[src/rtl/stb_controller_if.sv]
// stb_controller_if: signals between the store-buffer controller and the
// LSU data bus, the DCache and the FIFO datapath.
//   master : LSU/DCache side, drives req, fence and the DCache ack
//   slave  : the controller, drives acks, datapath strobes and status
// FIFO_DEPTH sets the width of stb_count and must match the controller.
interface stb_controller_if #(
  parameter int unsigned FIFO_DEPTH = 4
);
  localparam int unsigned CW = $clog2(FIFO_DEPTH) + 1;

  logic          lsudbus2stb_req;
  logic          lsudbus2stb_fence;
  logic          dcache2stb_ack;
  logic          stb2lsudbus_ack;
  logic          stb2lsudbus_fence_done;
  logic          wr_en;
  logic          rd_sel;
  logic          r_en;
  logic [CW-1:0] stb_count;
  logic          stb_busy;

  modport master (
    output lsudbus2stb_req, lsudbus2stb_fence, dcache2stb_ack,
    input  stb2lsudbus_ack, stb2lsudbus_fence_done, wr_en, rd_sel, r_en,
           stb_count, stb_busy
  );

  modport slave (
    input  lsudbus2stb_req, lsudbus2stb_fence, dcache2stb_ack,
    output stb2lsudbus_ack, stb2lsudbus_fence_done, wr_en, rd_sel, r_en,
           stb_count, stb_busy
  );
endinterface

[src/rtl/stb_controller.sv]
// stb_controller: control FSM for the store-buffer FIFO datapath.
// Accepts LSU stores (zero-latency ack = FIFO write), tracks occupancy
// internally and drains entries to the DCache when the buffer reaches the
// high-water mark, sits idle too long, or a fence is raised. A fence blocks
// new stores, drains to empty and ends with a one-cycle fence_done pulse.
// Ports:
//   clk   : clock, rising edge
//   rst_n : asynchronous active-low reset
//   bus   : stb_controller_if.slave (LSU req/fence/ack, DCache ack,
//           datapath wr_en/rd_sel/r_en, stb_count, stb_busy)
module stb_controller #(
  parameter int unsigned FIFO_DEPTH    = 4,
  parameter int unsigned HIGH_WATER    = 3,
  parameter int unsigned DRAIN_TIMEOUT = 8
) (
  input logic              clk,
  input logic              rst_n,
  stb_controller_if.slave  bus
);

  localparam logic [1:0] IDLE       = 2'd0;
  localparam logic [1:0] DRAIN      = 2'd1;
  localparam logic [1:0] FENCE_DONE = 2'd2;

  localparam int unsigned CW = $clog2(FIFO_DEPTH) + 1;
  localparam int unsigned IW = $clog2(DRAIN_TIMEOUT + 1);

  localparam logic [CW-1:0] DEPTH_C = CW'(FIFO_DEPTH);
  localparam logic [CW-1:0] HW_C    = CW'(HIGH_WATER);
  localparam logic [IW-1:0] TO_C    = IW'(DRAIN_TIMEOUT);
  localparam logic [IW-1:0] TO_M1_C = IW'(DRAIN_TIMEOUT - 1);

  logic [1:0]    state, state_nxt;
  logic [CW-1:0] count, count_nxt;
  logic [IW-1:0] idle_cnt, idle_nxt;
  logic          fence_seen, fence_seen_nxt;
  logic          wr, rd;

  // Gated by rst_n so a request held through reset is not acked.
  assign wr = rst_n && bus.lsudbus2stb_req && (count != DEPTH_C)
              && !bus.lsudbus2stb_fence;
  assign rd = (state == DRAIN) && bus.dcache2stb_ack;

  always_comb begin
    count_nxt = count + CW'(wr) - CW'(rd);
  end

  always_comb begin
    state_nxt = state;
    case (state)
      IDLE: begin
        if (count != '0) begin
          if ((count >= HW_C) || bus.lsudbus2stb_fence ||
              ((idle_cnt == TO_M1_C) && !wr))
            state_nxt = DRAIN;
        end else if (bus.lsudbus2stb_fence) begin
          state_nxt = FENCE_DONE;
        end
      end
      // A started drain runs to empty, regardless of the high-water mark.
      DRAIN: begin
        if (count_nxt == '0)
          state_nxt = fence_seen ? FENCE_DONE : IDLE;
      end
      FENCE_DONE: state_nxt = IDLE;
      default:    state_nxt = IDLE;
    endcase
  end

  always_comb begin
    idle_nxt = '0;
    if ((state == IDLE) && (state_nxt == IDLE) && (count != '0) && !wr)
      idle_nxt = (idle_cnt == TO_C) ? idle_cnt : idle_cnt + IW'(1);
  end

  always_comb begin
    fence_seen_nxt = fence_seen;
    if (state_nxt == FENCE_DONE)
      fence_seen_nxt = 1'b0;
    else if (bus.lsudbus2stb_fence && (state != FENCE_DONE))
      fence_seen_nxt = 1'b1;
  end

  always_ff @(posedge clk or negedge rst_n) begin
    if (!rst_n) begin
      state      <= IDLE;
      count      <= '0;
      idle_cnt   <= '0;
      fence_seen <= 1'b0;
    end else begin
      state      <= state_nxt;
      count      <= count_nxt;
      idle_cnt   <= idle_nxt;
      fence_seen <= fence_seen_nxt;
    end
  end

  assign bus.stb2lsudbus_ack        = wr;
  assign bus.wr_en                  = wr;
  assign bus.r_en                   = rd;
  assign bus.rd_sel                 = (state == DRAIN);
  assign bus.stb2lsudbus_fence_done = (state == FENCE_DONE);
  assign bus.stb_busy               = (state != IDLE);
  assign bus.stb_count              = count;

endmodule

[src/flat_wrapper.sv]
// flat-port wrapper written by rule: the top's interface ports become plain ports
module stb_controller_flat 
#(
  parameter int unsigned FIFO_DEPTH    = 4,
  parameter int unsigned HIGH_WATER    = 3,
  parameter int unsigned DRAIN_TIMEOUT = 8
)
  (clk, rst_n, bus_lsudbus2stb_req, bus_lsudbus2stb_fence, bus_dcache2stb_ack, bus_stb2lsudbus_ack, bus_stb2lsudbus_fence_done, bus_wr_en, bus_rd_sel, bus_r_en, bus_stb_count, bus_stb_busy);
  stb_controller_if #(.FIFO_DEPTH(FIFO_DEPTH)) bus_i ();
  input logic clk;
  input logic rst_n;
  input wire logic [$bits(bus_i.lsudbus2stb_req)-1:0] bus_lsudbus2stb_req;
  input wire logic [$bits(bus_i.lsudbus2stb_fence)-1:0] bus_lsudbus2stb_fence;
  input wire logic [$bits(bus_i.dcache2stb_ack)-1:0] bus_dcache2stb_ack;
  output wire logic [$bits(bus_i.stb2lsudbus_ack)-1:0] bus_stb2lsudbus_ack;
  output wire logic [$bits(bus_i.stb2lsudbus_fence_done)-1:0] bus_stb2lsudbus_fence_done;
  output wire logic [$bits(bus_i.wr_en)-1:0] bus_wr_en;
  output wire logic [$bits(bus_i.rd_sel)-1:0] bus_rd_sel;
  output wire logic [$bits(bus_i.r_en)-1:0] bus_r_en;
  output wire logic [$bits(bus_i.stb_count)-1:0] bus_stb_count;
  output wire logic [$bits(bus_i.stb_busy)-1:0] bus_stb_busy;
  assign bus_i.lsudbus2stb_req = bus_lsudbus2stb_req;
  assign bus_i.lsudbus2stb_fence = bus_lsudbus2stb_fence;
  assign bus_i.dcache2stb_ack = bus_dcache2stb_ack;
  assign bus_stb2lsudbus_ack = bus_i.stb2lsudbus_ack;
  assign bus_stb2lsudbus_fence_done = bus_i.stb2lsudbus_fence_done;
  assign bus_wr_en = bus_i.wr_en;
  assign bus_rd_sel = bus_i.rd_sel;
  assign bus_r_en = bus_i.r_en;
  assign bus_stb_count = bus_i.stb_count;
  assign bus_stb_busy = bus_i.stb_busy;
  stb_controller #(.FIFO_DEPTH(FIFO_DEPTH), .HIGH_WATER(HIGH_WATER), .DRAIN_TIMEOUT(DRAIN_TIMEOUT)) u_core (.clk(clk), .rst_n(rst_n), .bus(bus_i));
endmodule
[config.mk]
export PLATFORM = sky130hd
export DESIGN_NAME = stb_controller_flat
export DESIGN_NICKNAME = d
export VERILOG_FILES = /design/src/rtl/stb_controller_if.sv /design/src/rtl/stb_controller.sv /design/src/flat_wrapper.sv
export SDC_FILE = /design/constraint.sdc
export NUM_CORES = 1
export LEC_CHECK = 0
export CORE_UTILIZATION = 28
export CTS_CLUSTER_DIAMETER = 40
export CTS_CLUSTER_SIZE = 10
export DETAILED_ROUTE_END_ITERATION = 10
export PLACE_DENSITY_LB_ADDON = 0.3
export SYNTH_ARGS = -nofsm -noshare
export SYNTH_HDL_FRONTEND = slang
export SYNTH_SLANG_ARGS = --single-unit
[constraint.sdc]
create_clock -name clk -period 3.75 [get_ports clk]
set_clock_uncertainty 0.1 [all_clocks]
set_input_delay 0.9375 -clock clk [delete_from_list [all_inputs] [get_ports clk]]
set_output_delay 0.9375 -clock clk [all_outputs]
set_load 0.02 [all_outputs]
# Word-level counts from Yosys, hierarchy flattened
# Cells that the tools add are included.
# Widths: inputs -> output; s select.
# totals
output_inout_bits	9
ff_bits	10
wordCells	45
in_bits	5
# op_classes
n_reduce_logical	19
n_mux	10
magnitude_cmp	1
add_sub_neg	3
eq_ne	8
# ops
op	n
$mux 2	5
$logic_and 1x1->1	9
$mux 4	2
$add 4x1->4 const B	1
$eq 2x2->1 const B	2
$eq 4x3->1 const B	1
$eq 4x4->1 const B	1
$logic_not 2->1	2
$ne 2x2->1 const B	2
$pmux 2 s2	1
$reduce_bool 2->1	2
$add 3x1->3	1
$ge 3x2->1 const B	1
$logic_not 3->1	1
$ne 3x3->1 const B	1
$reduce_bool 3->1	1
$sub 3x1->3	1
$eq 2x1->1 const B	1
$logic_not 1->1	2
$logic_or 1x1->1	2
$mux 1	2

# Logic depth before layout (Yosys ltp)
# Gate-level depths: netlist of run 1.
# depth
ltp_word	14
mapped_depth	10
ltp_nobuf	10

# Worst setup path before layout of run 1
# Ideal clock, no wire load.
# synth_path
kind	in2reg
startpoint	input rst_n
endpoint	register u_core.idle_cnt[0]
setup_time_ps	86
t_arrival_ps	2858
required_ps	3564
path_slack_ps	706
stages	10
path_buffers	0
cell_sequence	nand2_1 a211o_1 ha_1 inv_1 ha_1 fa_1 nor3b_1 nand2_1 nor4b_2 nor3_1
# synth_between
word_cells_on_any_way	19
# synth_lines
element	line	text
from (decl)	flat_wrapper.sv:11	input logic rst_n;
$logic_and 1x1->1 (*) (2 in series)	stb_controller.sv:40	assign wr = rst_n && bus.lsudbus2stb_req && (count != DEPTH_C)
$logic_and 1x1->1 (*)	stb_controller.sv:41	&& !bus.lsudbus2stb_fence;
$add 3x1->3 (*)	stb_controller.sv:45	count_nxt = count + CW'(wr) - CW'(rd);
$sub 3x1->3 (*)	stb_controller.sv:45	
named net u_core.count_nxt[1]	stb_controller.sv:34	logic [CW-1:0] count, count_nxt;
$logic_not 3->1 (*)	stb_controller.sv:62	if (count_nxt == '0)
$mux 2 (*)	stb_controller.sv:62	
$pmux 2 s2 (*)	stb_controller.sv:50	case (state)
$logic_not 2->1 (*)	stb_controller.sv:72	if ((state == IDLE) && (state_nxt == IDLE) && (count != '0) && !wr)
$logic_and 1x1->1 (*) (3 in series)	stb_controller.sv:72	
$ne 2x2->1 (no line) or $mux 4 (tied branches)	--	
to (signal assigned)	stb_controller.sv:93	idle_cnt <= idle_nxt;
to (decl)	stb_controller.sv:35	logic [IW-1:0] idle_cnt, idle_nxt;
# Mark *: on every way through the listed nets, which the timed path passes. The rest lies on a longest branch.
# A chain may end at the register's enable or synchronous reset.

# Worst setup path in the final report of run 1
# layout_path
startpoint	input rst_n
endpoint	output bus_stb2lsudbus_ack
# layout_between
elab_chain_len	3
# layout_lines
element	line	text
$logic_and 1x1->1 (2 in series)	stb_controller.sv:40	
$logic_and 1x1->1	stb_controller.sv:41	
to (decl)	flat_wrapper.sv:15	output wire logic [$bits(bus_i.stb2lsudbus_ack)-1:0] bus_stb2lsudbus_ack;
# Every way passes these cells.

==> impl_metrics.toml, run 1 <==
[pwr]
power_frac_comb_pct = 53.3
p_sw_share_pct = 41.61
seq_power_share_pct = 30.7
p_sw_mw = 0.2526
p_clk_share_pct = 16.0
p_int_mw = 0.3545
ir_worst_vdd_mv = 0.3026
leakage_nw = 0.3786
p_per_area_mw_per_mm2 = 719.8
power_mw = 0.6070

[global_route]
gr-usage-all-layers_pct = 14.17
globalRouteOverflowTotal = 0
grt_max_degree = 11
grt_pass1_wl_mm = 2.553
grt_pass1_vias = 553
antenna_found_initial = 0

[final_layout]
num_antenna_cells = 0
area_delta_synth_final_pct = 34.26
fillCellCount = 220
nNetsFinal = 93
fin_area_sq_um = 843.3
drive_above_1_share_pct = 14.81

[place]
dp_slack_ns = -0.01924
hpwl_mm = 1.017
postPlaceCellArea_sq_um = 807.0
gp_congestion = 0.7140
port-buffer-count = 13

[routing]
wl_mm = 1.345
vias = 494
wl_per_cell_um = 12.45
drc_errors = 0
drt-initial-drc-count = 10
first_pass_iters = 4
via_per_inst = 4.574
drtAntennaViolNets = 0

[job]
max-cap-violations = 0

[yosys]
ys.flop_type = "dfrtp_1"
synth-seq-area-share_pct = 39.84
ys_top_cells_by_count = "10 x dfrtp_1, 8 x inv_1, 5 x ha_1"
synth_edf_count = 0
synthSimpleGateAreaFrac_pct = 27.29
synth_xor_area_share_pct = 5.578
synthTopCellsByArea = "dfrtp_1 40%, ha_1 10%, inv_1 4.8%, fa_1 3.2%, nor3_1 3.2%"
synth_warnings = 0
netlist_instances = 62
synth_area_per_cell_sq_um = 10.13
yosysMostFrequentCell = "dfrtp_1"
ys_types = 28
synthMuxAreaShare_pct = 1.594
synth_area_leader_cell = "dfrtp_1"
synth-seq-cells = 10
synth_top_area_share_pct = 39.84
synth-adder-area-share_pct = 13.15
synth-async-reset-ratio_pct = 100.0
syn-num-nets = 73
synth_compound_area_share_pct = 6.574
syn_area_sq_um = 628.1
synth_top_family_by_area = "simple AND/OR/NAND/NOR gates"

[critical_path]
start_kind = "input port"
reg2reg_from = "u_core.bus.stb_count[1]"
reg2regPathDepth = 10
rrSetupSlack_ns = 0.92
arrival_ns = 2.50
r2r-end = "u_core.idle_cnt[1]"
critPathMaxFanout = 2
setup.worst_path.end_class = "output pin"
worst-setup-path-type = "input port to output pin"
critPathRequiredTime_ns = 2.71

[sta]
period_minus_slack_ns = 3.533
fin_ws_ns = 0.2172
fmax_mhz = 283.1
finalHoldViolations = 0
fin_crit_sh_pct = 94.21
tightest_slew_ns = 0.4021
setup_viol = 0
relSlewSlack_pct = 73.12
slew_viol_final = 0
whs_ns = 0.3998
rsz0062_at_grt = "false"

[worst_hold_path]
min_path_type = "flip-flop to flip-flop"
min_path_cells = 2
hold-path-endpoint = "u_core.fence_seen"
min_from = "u_core.fence_seen"

[clock_network]
cts-hold-fix-buffers = 0
clock_path_buffers = 2
clock-sinks = 10
clk_latency_ns = 0.26
postCtsSetupRepairBufs = 0
cts_root_buffer = "clkbuf_4"
clk_pin_slew_ns = 0.07
cts_buffers = 3
tritoncts = "built"
ctsResizeCount = 0
cts_htree_levels = 1

[floorplan]
num_rows = 16
coreArea_sq_mm = 0.002042
start_util_pct = 30.76
die_h_um = 49.36
pin_count = 14
dieWidth_um = 49.36
dieArea_sq_mm = 0.002436

[run_status]
status = "finished, final reports clean"
per-stage QoR:
step | utilization [%] | instances | setup TNS [ns]
6_report | 41.30 | 108 | 0
5_1_grt | 41.30 | 108 | 0
4_1_cts | 41.30 | 108 | 0
3_5_place_dp | 39.52 | 104 | -0.03440
3_3_place_gp | 39.52 | 104 | 0
2_1_floorplan | - | 62 | 0
power groups by stage:
| stage | clock network, mW | registers [mW] | logic (mW) |
|---|---|---|---|
| 2_1_floorplan | 0 | 0.199 | 0.197 |
| 3_3_place_gp | 0 | 0.188 | 0.319 |
| 3_5_place_dp | 0 | 0.188 | 0.329 |
| 4_1_cts | 0.101 | 0.187 | 0.330 |
| 5_1_grt | 0.108 | 0.194 | 0.366 |
| 6_report | 0.0972 | 0.186 | 0.323 |
area by class of cell:
type / count / area, sq um / area share [%]
clock buffer: 4 / 36.28 / 4.303
inverter: 8 / 30.03 / 3.561
multi-input combinational: 43 / 340.3 / 40.36
sequential: 10 / 250.2 / 29.67
tap: 27 / 33.78 / 4.006
timing repair buffer: 16 / 152.6 / 18.10
registers in the layout (all words and copies together), names as in the netlist:
| name | count |
|---|---|
| u_core.idle_cnt | 4 |
| u_core.bus.stb_count | 3 |
| u_core.state | 2 |
| u_core.fence_seen | 1 |
worst max-delay path, stage by stage:
cell and delay, ns:
clkdlybuf4s50_1 0.49, nand2_1 0.07, a211o_1 0.30, inv_1 0.08, clkdlybuf4s50_1 0.60
kinds of logic after synthesis:
| logic type | after synthesis |
|---|---|
| AND/OR/NAND/NOR | 27 |
| AO/OA/AOI/OAI | 5 |
| XOR/XNOR | 4 |
| adder cells (fa/ha/maj) | 6 |
| flip-flops | 10 |
| buffers and inverters | 9 |
| multiplexers | 1 |
layout by cell type (no fill, tap or decap), drive strengths merged, types with 2 or more instances in the layout:
cell type,netlist,layout
clkdlybuf4s50,0,13
dfrtp,10,10
inv,8,8
ha,5,5
nor3,4,4
nor2,4,4
clkbuf,0,4
nand2,3,3
nor2b,3,3
nand3,3,3
buf,1,3
xnor2,2,2
and3b,2,2
xor2,2,2
or2,2,2
routing by layer:
metal	up-vias	share of wire, %	routed length, um	GRT usage (%)
met4	0	0	0	5.882
met2	11	52	699	23.97
met5	-	0	0	0
met1	233	44	592	16.57
met3	0	3.9	53	4.050
li1	250	-	-	-
worst max path at each step:
stage	start	end	cells after the start
2_1_floorplan	rst_n	u_core.idle_cnt[0]	10
3_3_place_gp	rst_n	u_core.idle_cnt[2]	11
3_5_place_dp	rst_n	u_core.idle_cnt[1]	11
4_1_cts	rst_n	bus_stb2lsudbus_ack	5
5_1_grt	rst_n	u_core.idle_cnt[0]	11
6_report	rst_n	bus_stb2lsudbus_ack	5
Note: power is estimated with default switching activity, not from simulation.
==> inputs of run 2 (changes only) <==
Settings changed: CORE_MARGIN set to 2, CTS_BUF_LIST set to sky130_fd_sc_hd__clkbuf_16.
==> impl_metrics.toml, run 2 (synthesized netlist as in run 1, its figures left out) <==
[run_status]
status = "finished, final reports clean"

[final_layout]
final_common_cell = "clkdlybuf4s50_1"
drive_above_1_share_pct = 13.58
largest-register = "u_core.idle_cnt"
num_antenna_cells = 0
largest_reg_flops = 4
nNetsFinal = 93
area_delta_synth_final_pct = 41.24
fin_area_sq_um = 887.1
mostFrequentLayoutCells = "13 x clkdlybuf4s50_1, 10 x dfrtp_1, 8 x inv_1"

[floorplan]
start_util_pct = 28.95
dieArea_sq_mm = 0.002638
dieWidth_um = 51.36
num_rows = 17
coreArea_sq_mm = 0.002170
pin_count = 14
die_h_um = 51.36

[critical_path]
rrSetupSlack_ns = 0.96
crit_family = "buffers and inverters"
crit_path_max_incr_delay_ns = 0.61
critPathMaxFanout = 2
path_cells = "clkdlybuf4s50_1 > nand2_1 > a211o_1 > inv_1 > clkdlybuf4s50_1"
worst-setup-path-type = "input port to output pin"
critPathRequiredTime_ns = 2.71
reg2regPathDepth = 10
r2r-end = "u_core.idle_cnt[0]"
slowest_stage = "clkdlybuf4s50_1"
setup.worst_path.end_class = "output pin"
reg2reg_from = "u_core.bus.stb_count[0]"
crit_top_cell = "clkdlybuf4s50_1"
cp_num_buf_inv = 3
arrival_ns = 2.48
start_kind = "input port"

[sta]
fin_setup_tns_ns = 0
slew_viol_final = 0
tightest_slew_ns = 0.3914
finalHoldViolations = 0
fin_crit_sh_pct = 93.84
period_minus_slack_ns = 3.519
fmax_mhz = 284.2
setup_viol = 0
relSlewSlack_pct = 73.84
rsz0062_at_grt = "false"

[global_route]
antenna_found_initial = 0
grt_pass1_vias = 549
gr-usage-all-layers_pct = 12.77
grt_pass1_wl_mm = 2.387
globalRouteOverflowTotal = 0
grt_max_degree = 11

[job]
max-cap-violations = 0

[clock_network]
clk_pin_slew_ns = 0.04
cts_htree_levels = 1
postCtsSetupRepairBufs = 0
tritoncts = "built"
cts_buffers = 3
ctsResizeCount = 0
cts-hold-fix-buffers = 0
clk_latency_ns = 0.23
cts_root_buffer = "clkbuf_16"
clock_path_buffers = 2
clock-sinks = 10

[pwr]
ir_worst_vdd_mv = 0.5086
p_per_area_mw_per_mm2 = 782.9
power_mw = 0.6945
leakage_nw = 0.3961

[routing]
wl_per_cell_um = 11.71
drc_errors = 0
drt-initial-drc-count = 1
vias = 511
via_per_inst = 4.688
wl_mm = 1.276
first_pass_iters = 4
drtAntennaViolNets = 0

[worst_hold_path]
min_path_type = "flip-flop to flip-flop"
hold-path-endpoint = "u_core.fence_seen"
min_from = "u_core.fence_seen"
min_path_cells = 2

[place]
gp_congestion = 0.8091
port-buffer-count = 13
hpwl_um = 987.5
postPlaceCellArea_sq_um = 808.3
run 2: area by class of cell:
type,instances,area (sq um)
clock buffers,3,75.07
fillers,220,1282
multi-input cells,43,340.3
repair buffers,16,152.6
inverters,8,30.03
clock inverters,1,3.754
well taps,28,35.03
flip-flops and latches,10,250.2
run 2: power by group:
part           internal, mW  total, mW  switching, mW
clock network         0.139      0.185         0.0458
registers             0.141      0.188         0.0473
logic                 0.155      0.321          0.166
run 2: layer usage:
metal | vias up | GRT usage (%) | wire length [um]
li1 | 248 | - | -
met1 | 249 | 14.57 | 564
met2 | 10 | 20.73 | 632
met3 | 4 | 2.924 | 43
met4 | 0 | 9.211 | 36
met5 | - | 0 | 0
run 2: worst max path at each step:
stage,from,end,slack (ns),cells after the start
after floorplan,rst_n,u_core.idle_cnt[0],0.71,10
after global placement,rst_n,u_core.idle_cnt[1],0.03,11
after detailed placement,rst_n,u_core.idle_cnt[0],0.04,11
after CTS,rst_n,bus_stb2lsudbus_ack,0.22,5
after global routing,rst_n,u_core.idle_cnt[0],0.11,11
final,rst_n,bus_stb2lsudbus_ack,0.23,5
run 2: through the flow:
step	setup WS (ns)	utilization (%)	hold WS [ns]	instances
after floorplan	0.7064	-	0.3658	62
after global placement	0.03247	37.25	0.3942	105
after detailed placement	0.03838	37.25	0.4182	105
after CTS	0.2174	40.89	0.4269	109
after global routing	0.1096	40.89	0.4853	109
final	0.2312	40.89	0.4231	109
run 2: tightest hold or removal path: cells and delay by family, from the launching register on:
kind / cells / cell delay (ns)
simple gates: 2 / 0.14
flops: 1 / 0.34
==> inputs of run 3 (changes only) <==
Settings changed: CTS_CLUSTER_SIZE 10 to unset.
Clock period 3.75 ns to 2.9 ns, I/O delays scaled along.
==> impl_metrics.toml, run 3 (synthesized netlist as in run 1, its figures left out) <==
[sta]
finalHoldViolations = 0
tightest_slew_ns = 0.3583
rsz0062_at_grt = "false"
fin_crit_sh_pct = 97.51
whs_ns = 0.3299
fmax_mhz = 353.6
setup_viol = 0
period_minus_slack_ns = 2.828
relSlewSlack_pct = 76.11
slew_viol_final = 0

[place]
port-buffer-count = 13
hpwl_mm = 1.139
gp_congestion = 0.7850
postPlaceCellArea_sq_um = 845.8

[final_layout]
fin_util_pct = 44.41
seq_area_sq_um = 250.2
drive_above_1_share_pct = 29.89
nNetsFinal = 99
mostFrequentLayoutCells = "10 x buf_4, 10 x dfrtp_1, 8 x inv_1, 8 x clkdlybuf4s50_1"
multi_input_area_sq_um = 379.1
fillCellCount = 219
num_antenna_cells = 0
fin_area_sq_um = 963.4
largest_reg_flops = 4
largest-register = "u_core.idle_cnt"
area_delta_synth_final_pct = 53.39

[critical_path]
setup.worst_path.end_class = "output pin"
r2r-end = "u_core.idle_cnt[3]"
critPathRequiredTime_ns = 2.08
reg2regPathDepth = 10
reg2reg_from = "u_core.bus.stb_count[1]"
critPathMaxFanout = 2
worst-setup-path-type = "input port to output pin"
arrival_ns = 2.00
rrSetupSlack_ns = 0.20
start_kind = "input port"

[floorplan]
die_h_um = 51.36
start_util_pct = 28.95
num_rows = 17
dieArea_sq_mm = 0.002638
pin_count = 14
coreArea_sq_mm = 0.002170
dieWidth_um = 51.36

[clock_network]
cts_htree_levels = 1
clk_latency_ns = 0.23
clock_path_buffers = 2
cts_buffers = 3
cts_root_buffer = "clkbuf_16"
tritoncts = "built"
clock-sinks = 10
cts-hold-fix-buffers = 0
clk_pin_slew_ns = 0.04

[pwr]
ir_worst_vdd_mv = 0.6303
power_mw = 0.9915
p_per_area_mw_per_mm2 = 1029
leakage_nw = 0.4654

[routing]
wl_per_cell_um = 12.74
first_pass_iters = 4
drt-initial-drc-count = 1
via_per_inst = 4.513
drc_errors = 0
vias = 519
wl_mm = 1.465
drtAntennaViolNets = 0

[job]
max-cap-violations = 0

[run_status]
status = "finished, final reports clean"

[global_route]
use_met2_pct = 23.50
met3_usage_pct = 2.632
grt_max_degree = 11
grt_pass1_wl_mm = 2.497
antenna_found_initial = 0
busiest_layer = "met2"
gr-usage-all-layers_pct = 13.39
grt_pass1_vias = 585
globalRouteOverflowTotal = 0
grt_util_met1_pct = 14.78

[worst_hold_path]
min_path_type = "input port to async pin"
-- run 3: cell types whose count changed in the layout (fill, tap and decap cells not counted), moves of 2 or more --
cell	previous run	this run
dlymetal6s2s_1	0	2
clkbuf_2	0	2
ha_1	5	3
clkdlybuf4s50_1	13	8
buf_4	3	10
-- run 3: how the worst max path moves through the flow --
stage | startpoint | endpoint | slack, ns | cells past startpoint
2_1_floorplan | rst_n | u_core.idle_cnt[0] | 0.07 | 10
3_3_place_gp | rst_n | u_core.idle_cnt[2] | -0.62 | 11
3_5_place_dp | rst_n | u_core.idle_cnt[1] | -0.64 | 11
4_1_cts | rst_n | u_core.idle_cnt[1] | 0.006 | 11
5_1_grt | bus_lsudbus2stb_req | u_core.idle_cnt[0] | 0.005 | 11
6_report | rst_n | bus_wr_en | 0.07 | 6
-- run 3: worst max-delay path: stages --
cell and delay, ns:
buf_4 0.10, nand2_2 0.04, a211o_1 0.32, buf_4 0.15, inv_1 0.06, clkdlybuf4s50_1 0.60
-- run 3: cell type report --
cell class              count  share of cell area (%)
repair buffers             22                   19.74
flip-flops and latches     10                   25.97
clock inverters             1                  0.3896
clock buffers               3                   7.792
multi-input cells          43                   39.35
inverters                   8                   3.117
well taps                  28                   3.636
-- run 3: metal layers --
layer / up-vias / part of all wire, %
met1: 246 / 44
met2: 12 / 51
met3: 4 / 3.0
met5: - / 0
met4: 0 / 1.6
li1: 257 / -
-- run 3: stage by stage --
step / instances / TNS, ns / setup slack, ns
finish: 115 / 0 / 0.07231
global route: 115 / 0 / 0.005404
CTS: 114 / 0 / 0.005778
detailed placement: 110 / -4.517 / -0.6389
global placement: 110 / -4.484 / -0.6160
floorplan: 62 / 0 / 0.06893
-- run 3: power breakdown --
group          internal (mW)  leakage (nW)  switching [mW]
logic                  0.259         0.303           0.272
clock network          0.180        0.0385          0.0615
registers              0.182         0.124          0.0357
total                  0.622         0.465           0.369
-- run 3: what timing repair did --
item | in CTS | in global routing
setup buffers | 0 | 1
setup endpoints to repair | 9 | 7
pin swaps | 6 | 6
resized for setup | 8 | 12
==> variant 1: new RTL, flow settings as in run 3 <==
`DRAIN_TIMEOUT` is set to 8 in 2 places; all go to 32.
--- a/src/rtl/stb_controller.sv
+++ b/src/rtl/stb_controller.sv
@@ -11,7 +11,7 @@
 module stb_controller #(
   parameter int unsigned FIFO_DEPTH    = 4,
   parameter int unsigned HIGH_WATER    = 3,
-  parameter int unsigned DRAIN_TIMEOUT = 8
+  parameter int unsigned DRAIN_TIMEOUT = 32
 ) (
   input logic              clk,
   input logic              rst_n,
--- a/src/flat_wrapper.sv
+++ b/src/flat_wrapper.sv
@@ -3,7 +3,7 @@
 #(
   parameter int unsigned FIFO_DEPTH    = 4,
   parameter int unsigned HIGH_WATER    = 3,
-  parameter int unsigned DRAIN_TIMEOUT = 8
+  parameter int unsigned DRAIN_TIMEOUT = 32
 )
   (clk, rst_n, bus_lsudbus2stb_req, bus_lsudbus2stb_fence, bus_dcache2stb_ack, bus_stb2lsudbus_ack, bus_stb2lsudbus_fence_done, bus_wr_en, bus_rd_sel, bus_r_en, bus_stb_count, bus_stb_busy);
   stb_controller_if #(.FIFO_DEPTH(FIFO_DEPTH)) bus_i ();
Formal check against the unedited RTL: not equivalent (a bounded check fails within 10 cycles, from zero or initial values and one cycle with rst_n low).
==> variant 1 against run 3 <==
Sequential power rose by 17%. Non-clock buffer count fell by 1. Sequential cell count rose by 2. Power rose by 11%. Wire length rose by 26%. Combinational power rose by 14%. Utilization fell by 0.80 points. Setup slack improved by 0.028 ns. Cell count rose by 12%. Cell area rose by 14%. Highest routed layer unchanged. First-iteration DRC count rose to 5.0 times the old value. Synthesized cell count rose by 23%. Synthesized area rose by 22%.
==> variant 1: results (changes against run 3) <==
Status
  • Status: complete, no violations

Routing
  • Vias: 667 (+29%)
  • Via density per instance: 5.171 (+15%)
  • 1st-iter DRT viols: 5 (+4)

Placement
  • Placed cell count: 125 (+14%)
  • Post-Place Worst Slack: -0.6115 ns (+0.02736 ns)
  • RD Place Congestion: 0.7402 (-5.7%)

Pwr
  • Max VDD drop: 0.4555 mV (-28%)
  • Int Power: 688.6 uW (+11%)
  • Leak pwr: 0.0004694 uW (+0.86%)

Yosys
  • Sequential area share after synthesis: 39.34% (-0.50 points)
  • Synth Area in XOR/XNOR: 4.590% (-0.99 points)
  • Synth Area in Compound Gates: 16.07% (+9.5 points)
  • Top cells by count, synth: dfrtp_1 (12), inv_1 (10), ha_1 (5), nor3_1 (5)
  • Mux share of post-synthesis cell area: 0% (-1.6 points)
  • Synth Area in Adders: 10.82% (-2.3 points)
  • Cell variety after synth: 32 (+14%)

Global routing
  • First-pass GRT wire length: 3.160 mm (+27%)
  • Gr usage total: 12.70% (-0.69 points)
  • Vias in the first global route: 662 (+13%)

Cells and area
  • Largest register FFs: 6 (+2)
  • Share of cells above drive strength 1: 30.30% (+0.42 points)
  • Final net count: 112 (+13%)

Critical path
  • CP top delay family: simple AND/OR/NAND/NOR gates
  • Peak fanout along the critical path: 6 (+4)
  • Crit path max-delay cell type: fa_1
  • Worst path max stage delay: 0.50 ns (-0.10 ns)
  • Crit path DAT: 2.82 ns (+0.82 ns)
==> variant 1: per-stage QoR <==
stage               cell area [sq um]  utilization, %  hold slack [ns]
floorplan                       782.0               -           0.3294
global placement                994.7           39.43           0.3771
detailed placement              994.7           39.43           0.3883
CTS                              1104           43.75           0.3420
global route                     1100           43.60           0.3540
finish                           1100           43.60           0.3408
==> variant 1: power groups by stage <==
stage	logic [uW]	registers [uW]	clock network (uW)
global route	661	260	253
CTS	594	252	247
floorplan	278	282	0
detailed placement	541	250	0
finish	603	254	241
global placement	520	248	0
==> variant 1: worst paths after layout <==
check	to	start	slack [ns]	depth (start not counted)
worst min register to register	u_core.state[1]	u_core.state[1]	0.40	1
min in group clk	u_core.state[1]	u_core.state[1]	0.40	1
worst min-delay path	u_core.bus.stb_count[2]	rst_n	0.34	2
worst max-delay path	u_core.state[0]	u_core.bus.stb_count[0]	0.1	10
max in group asynchronous	u_core.state[0]	rst_n	2.20	2
worst max register to register	u_core.state[0]	u_core.bus.stb_count[0]	0.1	10
==> variant 1: what timing repair did <==
item,4_1_cts,5_1_grt
pin swaps,7,6
setup buffers,1,0
gates resized for setup,21,2
setup endpoints to repair,5,3
hold buffers,0,0
==> variant 1: layout make-up <==
type	instances	area, sq um
Sequential cell	12	300.3
Inverter	10	37.54
Timing Repair Buffer	21	180.2
Clock buffer	3	75.07
Fill cell	245	1423
Multi-Input combinational cell	53	469.2
Tap cell	30	37.54
==> variant 1: per-layer routing <==
layer | GRT usage [%] | vias up | part of all wire [%]
met5 | 0 | - | 0
met4 | 4.082 | 0 | 0.54
met3 | 2.791 | 2 | 4.3
met2 | 22.52 | 16 | 53
met1 | 15.06 | 326 | 42
li1 | - | 323 | -
==> variant 2: new RTL, flow settings as in run 3 <==
Without the edit above. Reset style: synchronous (`rst_n`), changed in one clocked block. Comments in the files are not updated.
--- a/src/rtl/stb_controller.sv
+++ b/src/rtl/stb_controller.sv
@@ -81,7 +81,7 @@
       fence_seen_nxt = 1'b1;
   end
 
-  always_ff @(posedge clk or negedge rst_n) begin
+  always_ff @(posedge clk) begin
     if (!rst_n) begin
       state      <= IDLE;
       count      <= '0;
Behaviour: differs if rst_n is asserted again (counterexample within 4 cycles, from zero or initial values and one cycle with rst_n low); with rst_n held inactive, the same outputs for 10 cycles.
==> variant 2 against run 3 <==
Via count is 8.3% higher. Count of clock-buffer cells in the layout stayed put. Synthesized area is 4.4% lower. Cell area is 11% higher. Wire length is 3.2% higher. Sequential power is 7% lower. Sequential cell count stayed put. Setup slack worse by 0.017 ns. Clock power is 2% higher. Critical path depth is 4 higher. Global-route usage is 0.58 points higher. Power is 6.9% higher. Non-clock buffer count is 5 higher.
==> variant 2: results (changes against run 3) <==
Cells and area
  • Fin cells: 126 (+9.6%)
  • Share of cells above drive strength 1: 41.41% (+12 points)
  • Final net count: 111 (+12%)
  • Biggest register: u_core.idle_cnt

Critical path
  • Worst Setup SP: bus_dcache2stb_ack
  • Peak fanout along the critical path: 4 (+2)
  • Crit path max-delay cell type: fa_2
  • R2r startpoint: u_core.bus.stb_count[1]
  • Flop2flop setup slack: 0.17 ns (-0.03 ns)
  • Crit path DAT: 2.89 ns (+0.89 ns)
  • CP top delay family: adder cells
  • CP endpoint: u_core.idle_cnt[2]
  • R2R depth: 11 (+1)
  • Worst path max stage delay: 0.45 ns (-0.15 ns)

Yosys
  • Largest cells by area after synthesis: dfxtp_1 (33%), ha_1 (10%), inv_1 (5.0%), and2_1 (4.2%), nor4_1 (4.2%)
  • Synth Area in XOR/XNOR: 5.833% (+0.26 points)
  • Cells after Synth: 69 (+11%)
  • Post-synth ARST share: 0% (-100 points)
  • Synth Area in Adders: 13.75% (+0.60 points)
  • Mux share of post-synthesis cell area: 0% (-1.6 points)
  • Top cells by count, synth: dfxtp_1 (10), inv_1 (8), nor2_1 (6)
  • Sequential area share after synthesis: 33.33% (-6.5 points)
  • Yosys Warn Count: 0 (unchanged)
  • Cell variety after synth: 25 (-11%)
  • EDFF count, synth: 0 (unchanged)
  • Mapped Nets: 80 (+9.6%)
  • Synth Area in Compound Gates: 9.583% (+3.0 points)

Timing
  • Fin crit share: 98.10% (+0.60 points)
  • Max-slew headroom: 77.66% (+1.5 points)

Global routing
  • First-pass GRT wire length: 2.628 mm (+5.2%)
  • Initial antenna violation count: 0 (unchanged)
  • Largest net degree at the start of global routing: 8 (-3)
  • Gr usage total: 13.97% (+0.58 points)
  • Vias in the first global route: 597 (+2.1%)

Routing
  • Avg WL per Cell: 12.00 um (-5.8%)
  • 1st-iter DRT viols: 6 (+5)
  • Via density per instance: 4.460 (-1.2%)

Pwr
  • Max VDD drop: 0.6080 mV (-3.5%)
  • Leak pwr: 0.0004369 uW (-6.1%)
  • Psw: 400.6 uW (+8.4%)

Placement
  • Post-Place Worst Slack: -0.8422 ns (-0.2034 ns)
  • Final HPWL DP: 1.079 mm (-5.3%)
  • RD Place Congestion: 0.8092 (+3.1%)
  • Placed cell count: 119 (+8.2%)

Status
  • Status: complete, no violations

Clocking
  • CTS H-tree lvls: 1 (unchanged)
  • Number of buffers created by CTS: 3 (unchanged)

Min path
  • Hold Path Class: flip-flop to flip-flop
## variant 2: what timing repair did
| action | 4_1_cts | 5_1_grt |
|---|---|---|
| endpoints found under the setup margin | 10 | 5 |
| gates resized for setup | 23 | 13 |
| buffers inserted | 3 | 1 |
| pin swaps | 8 | 5 |
## variant 2: layer usage
metal	share of wire, %	global-route usage, %	vias to the layer above
met2	50	22.37	12
met1	45	17.18	251
met3	2.6	2.976	4
met4	2.3	8.108	0
met5	0	0	-
li1	-	-	295
## variant 2: power groups by stage
stage	sequential, uW	combinational (uW)	clock [uW]
6_report	203	610	247
5_1_grt	208	665	261
4_1_cts	202	555	247
3_5_place_dp	203	500	0
3_3_place_gp	203	498	0
2_1_floorplan	227	269	0
## variant 2: layout make-up
| class | instances | area, sq um |
|---|---|---|
| fillers | 187 | 937.1 |
| multi-input cells | 50 | 479.2 |
| repair buffers | 27 | 242.7 |
| flip-flops and latches | 10 | 200.2 |
| clock buffers | 3 | 75.07 |
| well taps | 27 | 33.78 |
| inverters | 8 | 30.03 |
| clock inverters | 1 | 3.754 |
## variant 2: how the worst min path moves through the flow
stage	start	to	slack, ns	cells past startpoint
4_1_cts	u_core.fence_seen	u_core.fence_seen	0.41	2
2_1_floorplan	u_core.fence_seen	u_core.fence_seen	0.37	2
5_1_grt	u_core.fence_seen	u_core.fence_seen	0.46	3
3_5_place_dp	u_core.fence_seen	u_core.fence_seen	0.39	2
3_3_place_gp	u_core.fence_seen	u_core.fence_seen	0.40	2
6_report	u_core.fence_seen	u_core.fence_seen	0.42	2
## variant 2: stage by stage
step	TNS, ns	total power (uW)	area, sq um
after floorplan	-0.05257	496.3	631.9
after global placement	-5.727	700.4	870.8
after detailed placement	-6.034	703.8	870.8
after CTS	0	1004	1002
after global routing	-0.2404	1134	1065
final	0	1060	1065
